$ cat config.mk
export PLATFORM = sky130hd
export DESIGN_NAME = rd_ptr_empty
export DESIGN_NICKNAME = d
export VERILOG_FILES = /design/src/rtl/rd_ptr_empty.sv
export SDC_FILE = /design/constraint.sdc
export NUM_CORES = 1
export LEC_CHECK = 0
export ABC_AREA = 1
export BUFFER_PORTS_ARGS = -buffer_cell sky130_fd_sc_hd__buf_2
export CELL_PAD_IN_SITES_DETAIL_PLACEMENT = 0
export CELL_PAD_IN_SITES_GLOBAL_PLACEMENT = 1
export CORE_AREA = 2 2 57 59
export DETAILED_ROUTE_END_ITERATION = 8
export DIE_AREA = 0 0 59 61
export PLACE_DENSITY = 0.79
export SLEW_MARGIN = 20
export SYNTH_ARGS = -nofsm -noshare
export SYNTH_HDL_FRONTEND = slang
export SYNTH_SLANG_ARGS = --single-unit
$ cat constraint.sdc
create_clock -name rd_clk -period 3.8 [get_ports rd_clk]
set_input_delay 0.19 -clock rd_clk [delete_from_list [all_inputs] [get_ports rd_clk]]
set_output_delay 0.19 -clock rd_clk [all_outputs]
set_load 0.01 [all_outputs]
$ cat src/rtl/rd_ptr_empty.sv
`default_nettype none
// ============================================================================
// Module      : rd_ptr_empty
// Description : Read-side pointer and empty-flag controller for an async FIFO.
//               Owns the binary/Gray read pointer, synchronizes the write
//               Gray pointer into rd_clk, and derives empty, almost_empty and
//               occupancy. Optional macro RD_UNDERFLOW_EN enables the sticky
//               underflow flag; otherwise underflow is tied to 0.
// Revision    : 1.0 - initial release
// ============================================================================
module rd_ptr_empty #(
    parameter int SIZE      = 4,
    parameter int AE_THRESH = 2
) (
    input  logic            rd_clk,
    input  logic            rst_n,
    input  logic            read_en,
    input  logic [SIZE:0]   wr_ptr_gray_in,
    output logic [SIZE-1:0] rd_addr,
    output logic [SIZE:0]   rd_ptr_gray,
    output logic            rd_fire,
    output logic            empty,
    output logic            almost_empty,
    output logic [SIZE:0]   rd_count,
    output logic            underflow
);

    localparam logic [SIZE:0] c_AE_THRESH = AE_THRESH[SIZE:0];

    logic [SIZE:0] r_rd_ptr_bin;
    logic [SIZE:0] r_rd_ptr_gray;
    logic [SIZE:0] r_sync1;
    logic [SIZE:0] r_sync2;
    logic          r_empty;
    logic          r_almost_empty;
    logic [SIZE:0] r_rd_count;

    logic [SIZE:0] w_wq_bin;
    logic [SIZE:0] w_rd_bin_next;
    logic [SIZE:0] w_rd_gray_next;
    logic [SIZE:0] w_count_next;
    logic          w_rd_fire;

    // Two-flop synchronizer for the write Gray pointer; nothing between stages.
    always_ff @(posedge rd_clk or negedge rst_n) begin
        if (!rst_n) begin
            r_sync1 <= '0;
            r_sync2 <= '0;
        end else begin
            r_sync1 <= wr_ptr_gray_in;
            r_sync2 <= r_sync1;
        end
    end

    // Gray-to-binary of the synchronized write pointer, accept rule and next pointer.
    always_comb begin
        w_wq_bin = '0;
        for (int i = 0; i <= SIZE; i++) begin
            w_wq_bin[i] = ^(r_sync2 >> i);
        end
        w_rd_fire      = read_en & ~r_empty;
        w_rd_bin_next  = r_rd_ptr_bin + {{SIZE{1'b0}}, w_rd_fire};
        w_rd_gray_next = w_rd_bin_next ^ (w_rd_bin_next >> 1);
        w_count_next   = w_wq_bin - w_rd_bin_next;
    end

    // Read pointer registers advance only on an accepted read.
    always_ff @(posedge rd_clk or negedge rst_n) begin
        if (!rst_n) begin
            r_rd_ptr_bin  <= '0;
            r_rd_ptr_gray <= '0;
        end else begin
            r_rd_ptr_bin  <= w_rd_bin_next;
            r_rd_ptr_gray <= w_rd_gray_next;
        end
    end

    // Status flags and occupancy, computed from the post-read pointer so the
    // last read sets empty on the same edge the pointer moves.
    always_ff @(posedge rd_clk or negedge rst_n) begin
        if (!rst_n) begin
            r_empty        <= 1'b1;
            r_almost_empty <= 1'b1;
            r_rd_count     <= '0;
        end else begin
            r_empty        <= (w_rd_gray_next == r_sync2);
            r_almost_empty <= (w_count_next <= c_AE_THRESH);
            r_rd_count     <= w_count_next;
        end
    end

`ifdef RD_UNDERFLOW_EN
    logic r_underflow;

    // Sticky record of any read attempted while empty; only reset clears it.
    always_ff @(posedge rd_clk or negedge rst_n) begin
        if (!rst_n) begin
            r_underflow <= 1'b0;
        end else if (read_en && r_empty) begin
            r_underflow <= 1'b1;
        end
    end

    assign underflow = r_underflow;
`else
    assign underflow = 1'b0;
`endif

    assign rd_addr      = r_rd_ptr_bin[SIZE-1:0];
    assign rd_ptr_gray  = r_rd_ptr_gray;
    assign rd_fire      = w_rd_fire;
    assign empty        = r_empty;
    assign almost_empty = r_almost_empty;
    assign rd_count     = r_rd_count;

endmodule
`default_nettype wire

## Word level (Yosys, flattened, before mapping)

Cells that the tools add are included.

| cells by class | value |
|---|---|
| add/subtract/negate cells | 2 |
| multipliers | 0 |
| div/mod/pow operators | 0 |
| magnitude comparators | 1 |
| equal/unequal tests | 1 |
| shift-type cells | 0 |
| multiplexer cells | 0 |
| bitwise operators | 3 |
| reduce and logical (&&, ||, !) cells | 5 |

Operator list:

| operator | number |
|---|---|
| parity 5 bit | 5 |
| adder 5 x 1 -> 5 bit | 1 |
| equality test 5 bit | 1 |
| less-or-equal comparator 5 x 2 -> 1 bit (second input constant) | 1 |
| subtractor 5 bit | 1 |
| bitwise XOR 5 x 4 -> 5 bit | 1 |
| AND 1 bit | 1 |
| NOT 1 bit | 1 |

| storage, ports and cells | value |
|---|---|
| register bits after elaboration | 27 |
| bits in latches | 0 |
| RAM bits | 0 |
| memory bits (read-only) | 0 |
| input bits | 8 |
| output and inout bits | 18 |
| logic and storage cells | 19 |
| memories kept | 0 |

## Longest topological paths before layout

Gate-level depths: netlist of run 1.

| depth | value |
|---|---|
| depth after elaboration | 5 |
| gate-level depth with buffers | 16 |
| depth with buffers taken out | 16 |

## Worst setup path after synthesis of run 1

Ideal clock, no wire load.

| timing path | value |
|---|---|
| kind | register to register |
| start point | reg r_empty (netlist: empty) |
| end point | reg r_almost_empty (netlist: almost_empty) |
| arrival | 2.078 ns |
| required time | 3.733 ns |
| slack | 1.655 ns |
| stages on the path, launching flop included | 13 |
| period minus slack after synthesis | 2.145 ns |
| path through | dfstp_2 > nor2_1 > ha_1 > ha_1 > xnor2_1 > ha_1 > nand3_1 > nand2_1 > inv_1 > nand2_1 > nand2_1 > nand3_1 > nor2_1 |

| between the ends | value |
|---|---|
| longest elaborated chain between the ends | 5 |

RTL lines:

| what | RTL line | RTL |
|---|---|---|
| start: declaration | 34 | `logic r_empty;` |
| start signal: assignment | 86 | `r_empty <= (w_rd_gray_next == r_sync2);` |
| NOT 1 bit | 61 | `w_rd_fire = read_en & ~r_empty;` |
| AND 1 bit | 61 |  |
| net rd_fire | 21 | `output logic rd_fire,` |
| adder 5 x 1 -> 5 bit | 62 | `w_rd_bin_next = r_rd_ptr_bin + {{SIZE{1'b0}}, w_rd_fire};` |
| subtractor 5 bit | 64 | `w_count_next = w_wq_bin - w_rd_bin_next;` |
| less-or-equal comparator 5 x 2 -> 1 bit | 87 | `r_almost_empty <= (w_count_next <= c_AE_THRESH);` |
| end signal: assignment | 87 |  |
| end: declaration | 35 | `logic r_almost_empty;` |

The timed path passes the listed nets, and every way through them passes these cells.

## Worst setup path in the final report of run 1

| timing path | value |
|---|---|
| start point | reg r_empty (netlist: empty) |
| end point | reg r_almost_empty (netlist: almost_empty) |

| between the ends | value |
|---|---|
| longest elaborated chain between the ends | 5 |

RTL lines:

| what | RTL line |
|---|---|
| NOT 1 bit | 61 |
| AND 1 bit | 61 |
| adder 5 x 1 -> 5 bit | 62 |
| subtractor 5 bit | 64 |
| less-or-equal comparator 5 x 2 -> 1 bit | 87 |

Every way passes these cells.

==> metrics, run 1 <==
outcome finished clean; Clock Tree Root clkbuf_4; Core ar. 2953 um^2; ant diodes 0; clock latency on the worst-skew pair approximately 340 ps; largest family of logic cells by synthesized area simple AND/OR/NAND/NOR gates; register area between 600 and 700 um^2; top-count cell post-synth nand2_1; DIE WIDTH 59 um; Bufs on Longest Clock Path 2; # DRC 0; synthesized-area fraction occupied by ao, oa, aoi and oai cells less than 1%; worst-margin pin slew between 500 and 600 ps; slew margin rel. between 60% and 70%; Routability Congestion 0.8114; Setup Crit Path Kind reg2reg; share of the synthesized area in the top cell type approximately half; vias in the first global route 955; post-synth cell types 16; #FFs+latches synth 26; final hold vios 0; fillers between 200 and 300; Mapped Cells 131; total track usage around 15%; fin crit share 60.74%; Final Slew Violations 0; post-synthesis cell area around 1200 um^2; syn_nets 144; unrepaired setup endpoints after global routing false; post-synthesis mux area share 0%; worst vdd ir roughly 0.00024 V; Max Clock Freq between 400 and 500 MHz; antenna violations before repair 0; Hold Crit Class in2async; total wire length 2176 um; power per cell area approximately 860 nW/um^2; initial detailed-routing violation count 47; crit start category register; Post-Synth Adder-Cell Area about 5.2%; Post-Synth XOR/XNOR Area a little over a tenth; commonest cells in the netlist nand2_1, dfrtp_1, inv_1; Area growth syn-to-layout 22.21%; Final #Nets roughly 180; Starting Density 40.64%; number of enable flip-flop cells after synthesis 0; CTS buffer count 3; die area 3599 um^2; standard-cell rows 20; dpl ws between 1500 and 2000 ps; Die Y 61 um; Max-cap violations 0; Final WS setup about 1500 ps; H-Tree Depth 1; Area contributors post-synth dfrtp_1, nand2_1, xor2_1; area of the multi-input gates ~470 um^2; layout cells sized above 1 roughly a fifth; Final TNS setup 0 ps; global-route wire length before repair 3829 um; Mean Syn Cell Area between 9 and 10 um^2; # IOs 26; Crit. End Element register; Synth Area in Simple Gates 22.63%; DR WL/cell about 11 um; CTS resizes 0; Lkg Pwr between 0.0008 and 0.0009 uW; wire length on met2 approximately 1100 um; DRT met1 WL a little over 900 um; Routed Antenna Nets 0; via count 923; met3 WL about 70 um; CP required slightly above 4000 ps; clock skew 19.62 ps; Seq/Total Area, Yosys approximately 54%; vias per inst 4.685; clock period minus worst slack ~2300 ps; final setup violating endpoints 0; clk slew on worst S/H paths roughly 150 ps; crit path DAT between 2000 and 3000 ps; Yosys top cell by area dfrtp_1; CTS tree done; HPWL after detailed placement about 1600 um; top_reg_cell synth dfrtp_1; PortBufs 24; max layer used met4; largest net degree at the start of global routing 27; Clock Sinks 26; Pre-antenna DRT Iters 4; asr flop ratio synth 100.0%; Yosys Warn Count 0; total grt overflow 0; Critical Path Fanout Max 4
==> power by group <==
group | total [uW] | leakage (uW) | switching, uW | internal [uW]
clock network | 194 | 0.0000279 | 86.7 | 107
logic | 650 | 0.000492 | 395 | 255
registers | 423 | 0.000303 | 45.2 | 377
total | 1270 | 0.000824 | 527 | 739
==> routing by layer <==
| layer | vias up | track usage, % |
|---|---|---|
| li1 | 463 | - |
| met1 | 433 | 16.49 |
| met2 | 23 | 26.51 |
| met3 | 4 | 1.919 |
| met4 | 0 | 7.792 |
| met5 | - | 0 |
==> cell families (layout without fill, tap and decap cells) <==
group                    count (synthesis)  in the layout
AND/OR/NAND/NOR                         66             66
flip-flops                              26             26
buffers and inverters                   19             52
XOR/XNOR                                13             13
adder cells (fa/ha/maj)                  5              5
other                                    1              1
AO/OA/AOI/OAI                            1              1
==> registers in the layout, summed over array words and instances (netlist names) <==
signal / count
rd_count: 5
rd_ptr_gray: 4
almost_empty: 1
empty: 1
r_rd_ptr_bin: 5
r_sync2: 5
r_sync1: 5
==> metrics by stage <==
| stage | hold WS [ps] | util (%) | cell area, um^2 | cells | total power (uW) |
|---|---|---|---|---|---|
| 2_1_floorplan | -105.6 | - | 1200 | 131 | 890.7 |
| 3_3_place_gp | 203.8 | 45.85 | 1354 | 187 | 1069 |
| 3_5_place_dp | 219.7 | 45.85 | 1354 | 187 | 1081 |
| 4_1_cts | 340.7 | 49.66 | 1466 | 197 | 1283 |
| 5_1_grt | 358.9 | 49.66 | 1466 | 197 | 1388 |
| 6_report | 334.2 | 49.66 | 1466 | 197 | 1266 |
==> area by class of cell <==
class | instances | area share (%)
flip-flops and latches | 26 | 44.54
multi-input cells | 86 | 32.17
repair buffers | 30 | 12.29
inverters | 18 | 4.607
well taps | 33 | 2.816
clock inverters | 1 | 2.048
clock buffers | 3 | 1.536
==> path summary, 6_finish.rpt <==
check                      startpoint         endpoint  slack [ps]  cells after the start
setup / recovery                empty     almost_empty        1490                     11
hold / removal                  rst_n       r_sync1[0]         330                      2
setup reg to reg                empty     almost_empty        1490                     11
hold reg to reg            r_sync1[3]       r_sync2[3]         360                      0
max in group asynchronous       rst_n            empty        3070                      2
min in group rd_clk           read_en  r_rd_ptr_bin[0]         330                      4
==> critical path: stages (launching register included) <==
cell and delay (ps):
dfstp_2 550, nor2_1 50, ha_1 210, ha_1 270, xnor2_1 390, ha_1 330
nand2_1 70, nand3b_1 120, nand2_1 60, nand2_1 70, nand3_1 70, nor2_1 90
==> cell usage in the layout (no fill, tap or decap), types with 2 or more instances in the layout <==
| cell type | count |
|---|---|
| nand2_1 | 42 |
| inv_1 | 18 |
| dfstp_2 | 2 |
| buf_2 | 24 |
| nor2_1 | 8 |
| dlygate4sd3_1 | 6 |
| dfrtp_1 | 24 |
| nand3_1 | 14 |
| clkbuf_4 | 3 |
| ha_1 | 5 |
| xor2_1 | 10 |
==> timing repair <==
| action | in CTS | in global routing |
|---|---|---|
| hold endpoints to repair | 29 | 0 |
| buffers inserted | 0 | 0 |
| hold buffers | 6 | 0 |
Power figures use the tool's default switching activity.
==> inputs of run 2 (changes only) <==
--- a/config.mk
+++ b/config.mk
@@ -5,14 +5,14 @@
 export SDC_FILE = /design/constraint.sdc
 export NUM_CORES = 1
 export LEC_CHECK = 0
-export ABC_AREA = 1
+export ABC_AREA = 0
 export BUFFER_PORTS_ARGS = -buffer_cell sky130_fd_sc_hd__buf_2
 export CELL_PAD_IN_SITES_DETAIL_PLACEMENT = 0
 export CELL_PAD_IN_SITES_GLOBAL_PLACEMENT = 1
-export CORE_AREA = 2 2 57 59
+export CORE_AREA = 2 2 56 58
 export DETAILED_ROUTE_END_ITERATION = 8
-export DIE_AREA = 0 0 59 61
-export PLACE_DENSITY = 0.79
+export DIE_AREA = 0 0 58 60
+export PLACE_DENSITY = 0.74
 export SLEW_MARGIN = 20
 export SYNTH_ARGS = -nofsm -noshare
 export SYNTH_HDL_FRONTEND = slang
==> constraint.sdc (replaced) <==
create_clock -name rd_clk -period 2.3 [get_ports rd_clk]
set_input_delay 0.115 -clock rd_clk [delete_from_list [all_inputs] [get_ports rd_clk]]
set_output_delay 0.115 -clock rd_clk [all_outputs]
set_load 0.01 [all_outputs]
==> metrics, run 2 <==
standard-cell rows 20 (unchanged); H-Tree Depth 1 (unchanged); Die Y 60 um (-1.6%); CTS tree done; Yosys Warn Count 0 (unchanged); layout cells sized above 1 51.09% (+32 points); Final TNS setup 0 ps (unchanged); power per cell area 1560 nW/um^2 (+81%); Routed Antenna Nets 0 (unchanged); DR WL/cell 11.81 um (+6.9%); via count 796 (-14%); Final Cell Area 1663 um^2 (+13%); M3 GR Usage 1.948% (+0.029 points); Final #Nets 151 (-15%); antenna violations before repair 0 (unchanged); final setup violating endpoints 0 (unchanged); Pre-antenna DRT Iters 3 (-1); total track usage 13.57% (-0.95 points); CP max stage delay 440 ps (-110 ps); Setup Crit Path Kind reg2reg; DIE WIDTH 58 um (-1.7%); Clock Tree Root clkbuf_4; clock skew 1.818 ps (-17.80 ps); # IOs 26 (unchanged); vias in the first global route 802 (-16%); Crit. End Element register; syn_nets 103 (-28%); vias per inst 4.682 (about the same); outcome finished clean; Area growth syn-to-layout 47.34%; global-route wire length before repair 3429 um (-10%); met2 Usage GRT 23.70% (-2.8 points); Mapped Cells 90 (-31%); commonest cells in the netlist dfrtp_1, xor2_1, inv_1; # DRC 0 (unchanged); clock latency on the worst-skew pair 320 ps (-20 ps); Hold Crit Class in2async; Mean Syn Cell Area 12.54 um^2 (+37%); worst-margin pin slew 565.4 ps (+17.51 ps); total grt overflow 0 (unchanged); WHS 303.9 ps (-30.22 ps); post-synth cell types 28 (+12); number of enable flip-flop cells after synthesis 0 (unchanged); crit start category register; clk slew on worst S/H paths 130 ps (-20 ps); top_reg_cell synth dfrtp_1; reg2reg setup slack 60 ps (-1430 ps); CP most frequent cell ha_2; fillers 244 (-12%); Seq/Total Area, Yosys 57.87% (+3.4 points); Critical Path Fanout Max 3 (-1); met1 Track Usage GR 15.48% (-1.0 points); Routability Congestion 0.7345 (-9.5%); Placed Area 1418 um^2 (+4.7%); initial detailed-routing violation count 6 (-87%); die area 3480 um^2 (-3.3%); Bufs on Longest Clock Path 2 (unchanged); Area contributors post-synth dfrtp_1, xor2_1, xnor2_1; Starting Density 38.88% (-1.8 points); ant diodes 0 (unchanged); Final Slew Violations 0 (unchanged); Core ar. 2903 um^2 (-1.7%); #FFs+latches synth 26 (unchanged); fin crit share 97.36% (+37 points); top-count cell post-synth dfrtp_1; slew margin rel. 62.31% (-1.2 points); final hold vios 0 (unchanged); Max-cap violations 0 (unchanged); asr flop ratio synth 100.0% (unchanged); HPWL after detailed placement 1493 um (-8.9%); PortBufs 24 (unchanged); share of the synthesized area in the top cell type 53.22% (+3.2 points); worst vdd ir 0.0008197 V (+240%); slowest cell on the critical path dfrtp_1; CTS buffer count 3 (unchanged); Clock Sinks 26 (unchanged); Lkg Pwr 0.0007783 uW (-5.5%); crit path DAT 2500 ps (-100 ps); clock period minus worst slack 2239 ps (-68.78 ps); final design utilization 57.28% (+7.6 points); post-synthesis cell area 1129 um^2 (-5.9%); commonest non-fill, non-tap cells in the layout buf_2, dfrtp_1, buf_4; unrepaired setup endpoints after global routing true; Yosys top cell by area dfrtp_1; global routing's busiest layer met2; total wire length 2007 um (-7.8%); CP required 2560 ps (-1530 ps); Max Clock Freq 446.6 MHz (+3.1%); largest net degree at the start of global routing 27 (unchanged); critical-path cell list xor2_2 > xnor2_2 > xnor2_1 > ha_2 > inv_2 > ha_2 > a21o_1 > a21bo_4 > o31ai_4 > nor3b_2
-- run 2: changes by cell type in the layout (fill, tap and decap cells not counted), moves of 4 or more --
| cell | change |
|---|---|
| ha_1 | -5 |
| nand2_1 | -40 |
| nor2_1 | -5 |
| buf_4 | +15 |
| nand3_1 | -10 |
| xnor2_1 | +4 |
| inv_1 | -10 |
-- run 2: critical path, delay by kind of cell, from the launching register on --
family | cells | cell delay, ps
XOR/XNOR | 3 | 520
AND/OR/NAND/NOR | 1 | 200
AO/OA/AOI/OAI | 3 | 620
flip-flops | 1 | 440
adder cells (fa/ha/maj) | 2 | 370
buffers and inverters | 1 | 40
-- run 2: what timing repair did --
action                                 CTS  global route
endpoints found under the hold margin   29             0
setup endpoints to repair                3             3
resized for setup                        6            15
pin swaps                                1             4
hold buffers                             6             0
setup buffers                            0             4
-- run 2: path summary, 6_finish.rpt --
path / from / to / depth (start not counted)
hold / removal: rst_n / r_rd_ptr_bin[3] / 2
setup / recovery: r_sync2[4] / almost_empty / 10
hold reg to reg: r_sync1[2] / r_sync2[2] / 0
min in group rd_clk: read_en / r_rd_ptr_bin[0] / 4
setup reg to reg: r_sync2[4] / almost_empty / 10
max in group asynchronous: rst_n / empty / 2
-- run 2: layout make-up --
cell class | count | area (um^2) | area share [%]
repair buffers | 45 | 292.8 | 17.61
multi-input cells | 52 | 601.8 | 36.19
flip-flops and latches | 26 | 653.1 | 39.28
clock buffers | 4 | 36.28 | 2.182
well taps | 33 | 41.29 | 2.483
inverters | 10 | 37.54 | 2.257
-- run 2: logic make-up (layout without fill, tap and decap cells) --
group	count (synthesis)	count (layout)	synth area share (%)
flip-flops	26	26	57.87
XOR/XNOR	22	22	18.40
AND/OR/NAND/NOR	16	16	7.763
buffers and inverters	12	59	4.324
AO/OA/AOI/OAI	8	8	5.765
adder cells (fa/ha/maj)	5	5	5.543
other	1	1	0.3323
-- run 2: power by group --
group          switching [uW]  internal [uW]
clock                     130           96.8
sequential               88.7            626
combinational             829            823
-- run 2: metal layers --
metal / vias up / wire (um)
met5: - / 0
met4: 0 / 61
met3: 6 / 66
met2: 18 / 1070
met1: 391 / 809
li1: 381 / -
-- run 2: through the flow --
step | total power, uW | setup WS, ps | instances
after detailed placement | 2088 | -31.48 | 156
after global routing | 2822 | -85.29 | 170
final | 2593 | 60.62 | 170
after CTS | 2391 | -11.84 | 166
after global placement | 2048 | -62.73 | 156
after floorplan | 1654 | 12.89 | 90
==> inputs of run 3 (changes only) <==
==> constraint.sdc (replaced) <==
create_clock -name rd_clk -period 2.4 [get_ports rd_clk]
set_input_delay 0.12 -clock rd_clk [delete_from_list [all_inputs] [get_ports rd_clk]]
set_output_delay 0.12 -clock rd_clk [all_outputs]
set_load 0.01 [all_outputs]
==> metrics, run 3 (synthesis results as in run 2) <==
DIE WIDTH 58 um (unchanged); HPWL after detailed placement 1407 um (-5.7%); final setup violating endpoints 0 (unchanged); via count 772 (-3.0%); fillers 246 (+0.82%); die area 3480 um^2 (unchanged); Clock Sinks 26 (unchanged); vias in the first global route 783 (-2.4%); power per cell area 1511 nW/um^2 (-3.1%); Routed Antenna Nets 0 (unchanged); Final Slew Violations 0 (unchanged); reg2reg end almost_empty; CTS buffer count 3 (unchanged); # DRC 0 (unchanged); Final #Nets 146 (-3.3%); clock skew 17.31 ps (+15.50 ps); critical-path cell list xor2_2 > xnor2_2 > xnor2_1 > ha_2 > inv_2 > ha_2 > a21o_1 > and3_4 > o31ai_4 > nor3b_2; Pre-antenna DRT Iters 4 (+1); Max Clock Freq 427.1 MHz (-4.3%); Max-cap violations 0 (unchanged); crit start category register; unrepaired setup endpoints after global routing true; Final WS setup 58.85 ps (-1.772 ps); H-Tree Depth 1 (unchanged); outcome finished clean; dpl ws 7.782 ps (+39.27 ps); Bufs on Longest Clock Path 2 (unchanged); CP max stage delay 450 ps (about the same); clk slew on worst S/H paths 160 ps (+30 ps); total wire length 2030 um (+1.1%); clock latency on the worst-skew pair 320 ps (about the same); Clock Tree Root clkbuf_4; standard-cell rows 20 (unchanged); total grt overflow 0 (unchanged); CP most frequent cell ha_2; total track usage 13.18% (-0.39 points); worst vdd ir 0.0007008 V (-15%); Lkg Pwr 0.0007436 uW (-4.5%); slew margin rel. 62.45% (+0.14 points); CP required 2650 ps (+90 ps); worst-margin pin slew 563.2 ps (-2.137 ps); CTS tree done; DP Cell Count 152 (-2.6%); layout cells sized above 1 43.18% (-7.9 points); PortBufs 24 (unchanged); Critical Path Fanout Max 3 (unchanged); R2R Path Start r_sync2[4]; Die Y 60 um (unchanged); slowest cell on the critical path dfrtp_1; Routability Congestion 0.8065 (+9.8%); DR WL/cell 12.30 um (+4.2%); Area growth syn-to-layout 38.03%; vias per inst 4.679 (about the same); initial detailed-routing violation count 8 (+2); antenna violations before repair 0 (unchanged); clock period minus worst slack 2341 ps (+101.8 ps); Hold Crit Class in2async; Crit. End Element register; ant diodes 0 (unchanged); # IOs 26 (unchanged); commonest non-fill, non-tap cells in the layout buf_2, dfrtp_1, xor2_1; worst reg2reg path depth 10 (unchanged); global-route wire length before repair 3387 um (-1.2%); Starting Density 38.88% (unchanged); crit path DAT 2590 ps (+90 ps); final hold vios 0 (unchanged); reg2reg setup slack 60 ps (about the same); largest net degree at the start of global routing 27 (unchanged); Core ar. 2903 um^2 (unchanged); Setup Crit Path Kind reg2reg; Post-Layout Cell Count 165 (-2.9%); fin crit share 97.55% (+0.18 points)
run 3: worst max-delay path: cells and delay by family, from the launching register on:
family / cells / cell delay [ps]
buffers and inverters: 1 / 40
adder cells (fa/ha/maj): 2 / 380
XOR/XNOR: 3 / 520
flip-flops: 1 / 450
AND/OR/NAND/NOR: 2 / 420
AO/OA/AOI/OAI: 2 / 450
run 3: power by group:
group          internal (uW)  leakage [uW]  switching (uW)
Sequential               600      0.000302            75.2
Clock                    169     0.0000279             133
Combinational            654      0.000414             723
Total                   1420      0.000744             931
run 3: area by class of cell:
cell class,count,area [um^2],area share [%]
clock buffer,3,22.52,1.446
clock inverter,1,30.03,1.928
inverter,10,37.54,2.410
multi-input combinational,52,518.0,33.25
sequential,26,653.1,41.93
tap,33,41.29,2.651
timing repair buffer,40,255.2,16.39
run 3: worst max path at each step:
stage	depth (start not counted)	end	slack, ps	from
finish	10	almost_empty	60	r_sync2[4]
global route	10	almost_empty	-70	r_sync2[4]
CTS	10	almost_empty	20	empty
detailed placement	8	empty	8	empty
global placement	10	almost_empty	60	r_sync2[3]
floorplan	10	almost_empty	20	empty
run 3: per-layer routing:
metal	up-vias	track usage, %	routed length, um
li1	376	-	-
met1	376	15.12	868
met2	16	23.05	1059
met3	4	1.948	56
met4	0	8.306	45
met5	-	0	0
run 3: metrics by stage:
stage	TNS (ps)	hold slack [ps]	utilization, %	instance area [um^2]	power, uW
finish	0	299.3	53.66	1558	2354
floorplan	0	-175.6	-	1160	1533
detailed placement	0	147.2	46.59	1353	1887
global route	-99.20	357.4	53.66	1558	2546
CTS	0	305.6	51.03	1481	2225
global placement	0	134.4	46.59	1353	1872
run 3: what timing repair did:
action	in CTS	in global routing
endpoints found under the hold margin	29	0
hold buffers	6	0
gates resized for setup	3	10
pin swaps	0	6
setup buffers	0	3
setup endpoints to repair	3	3
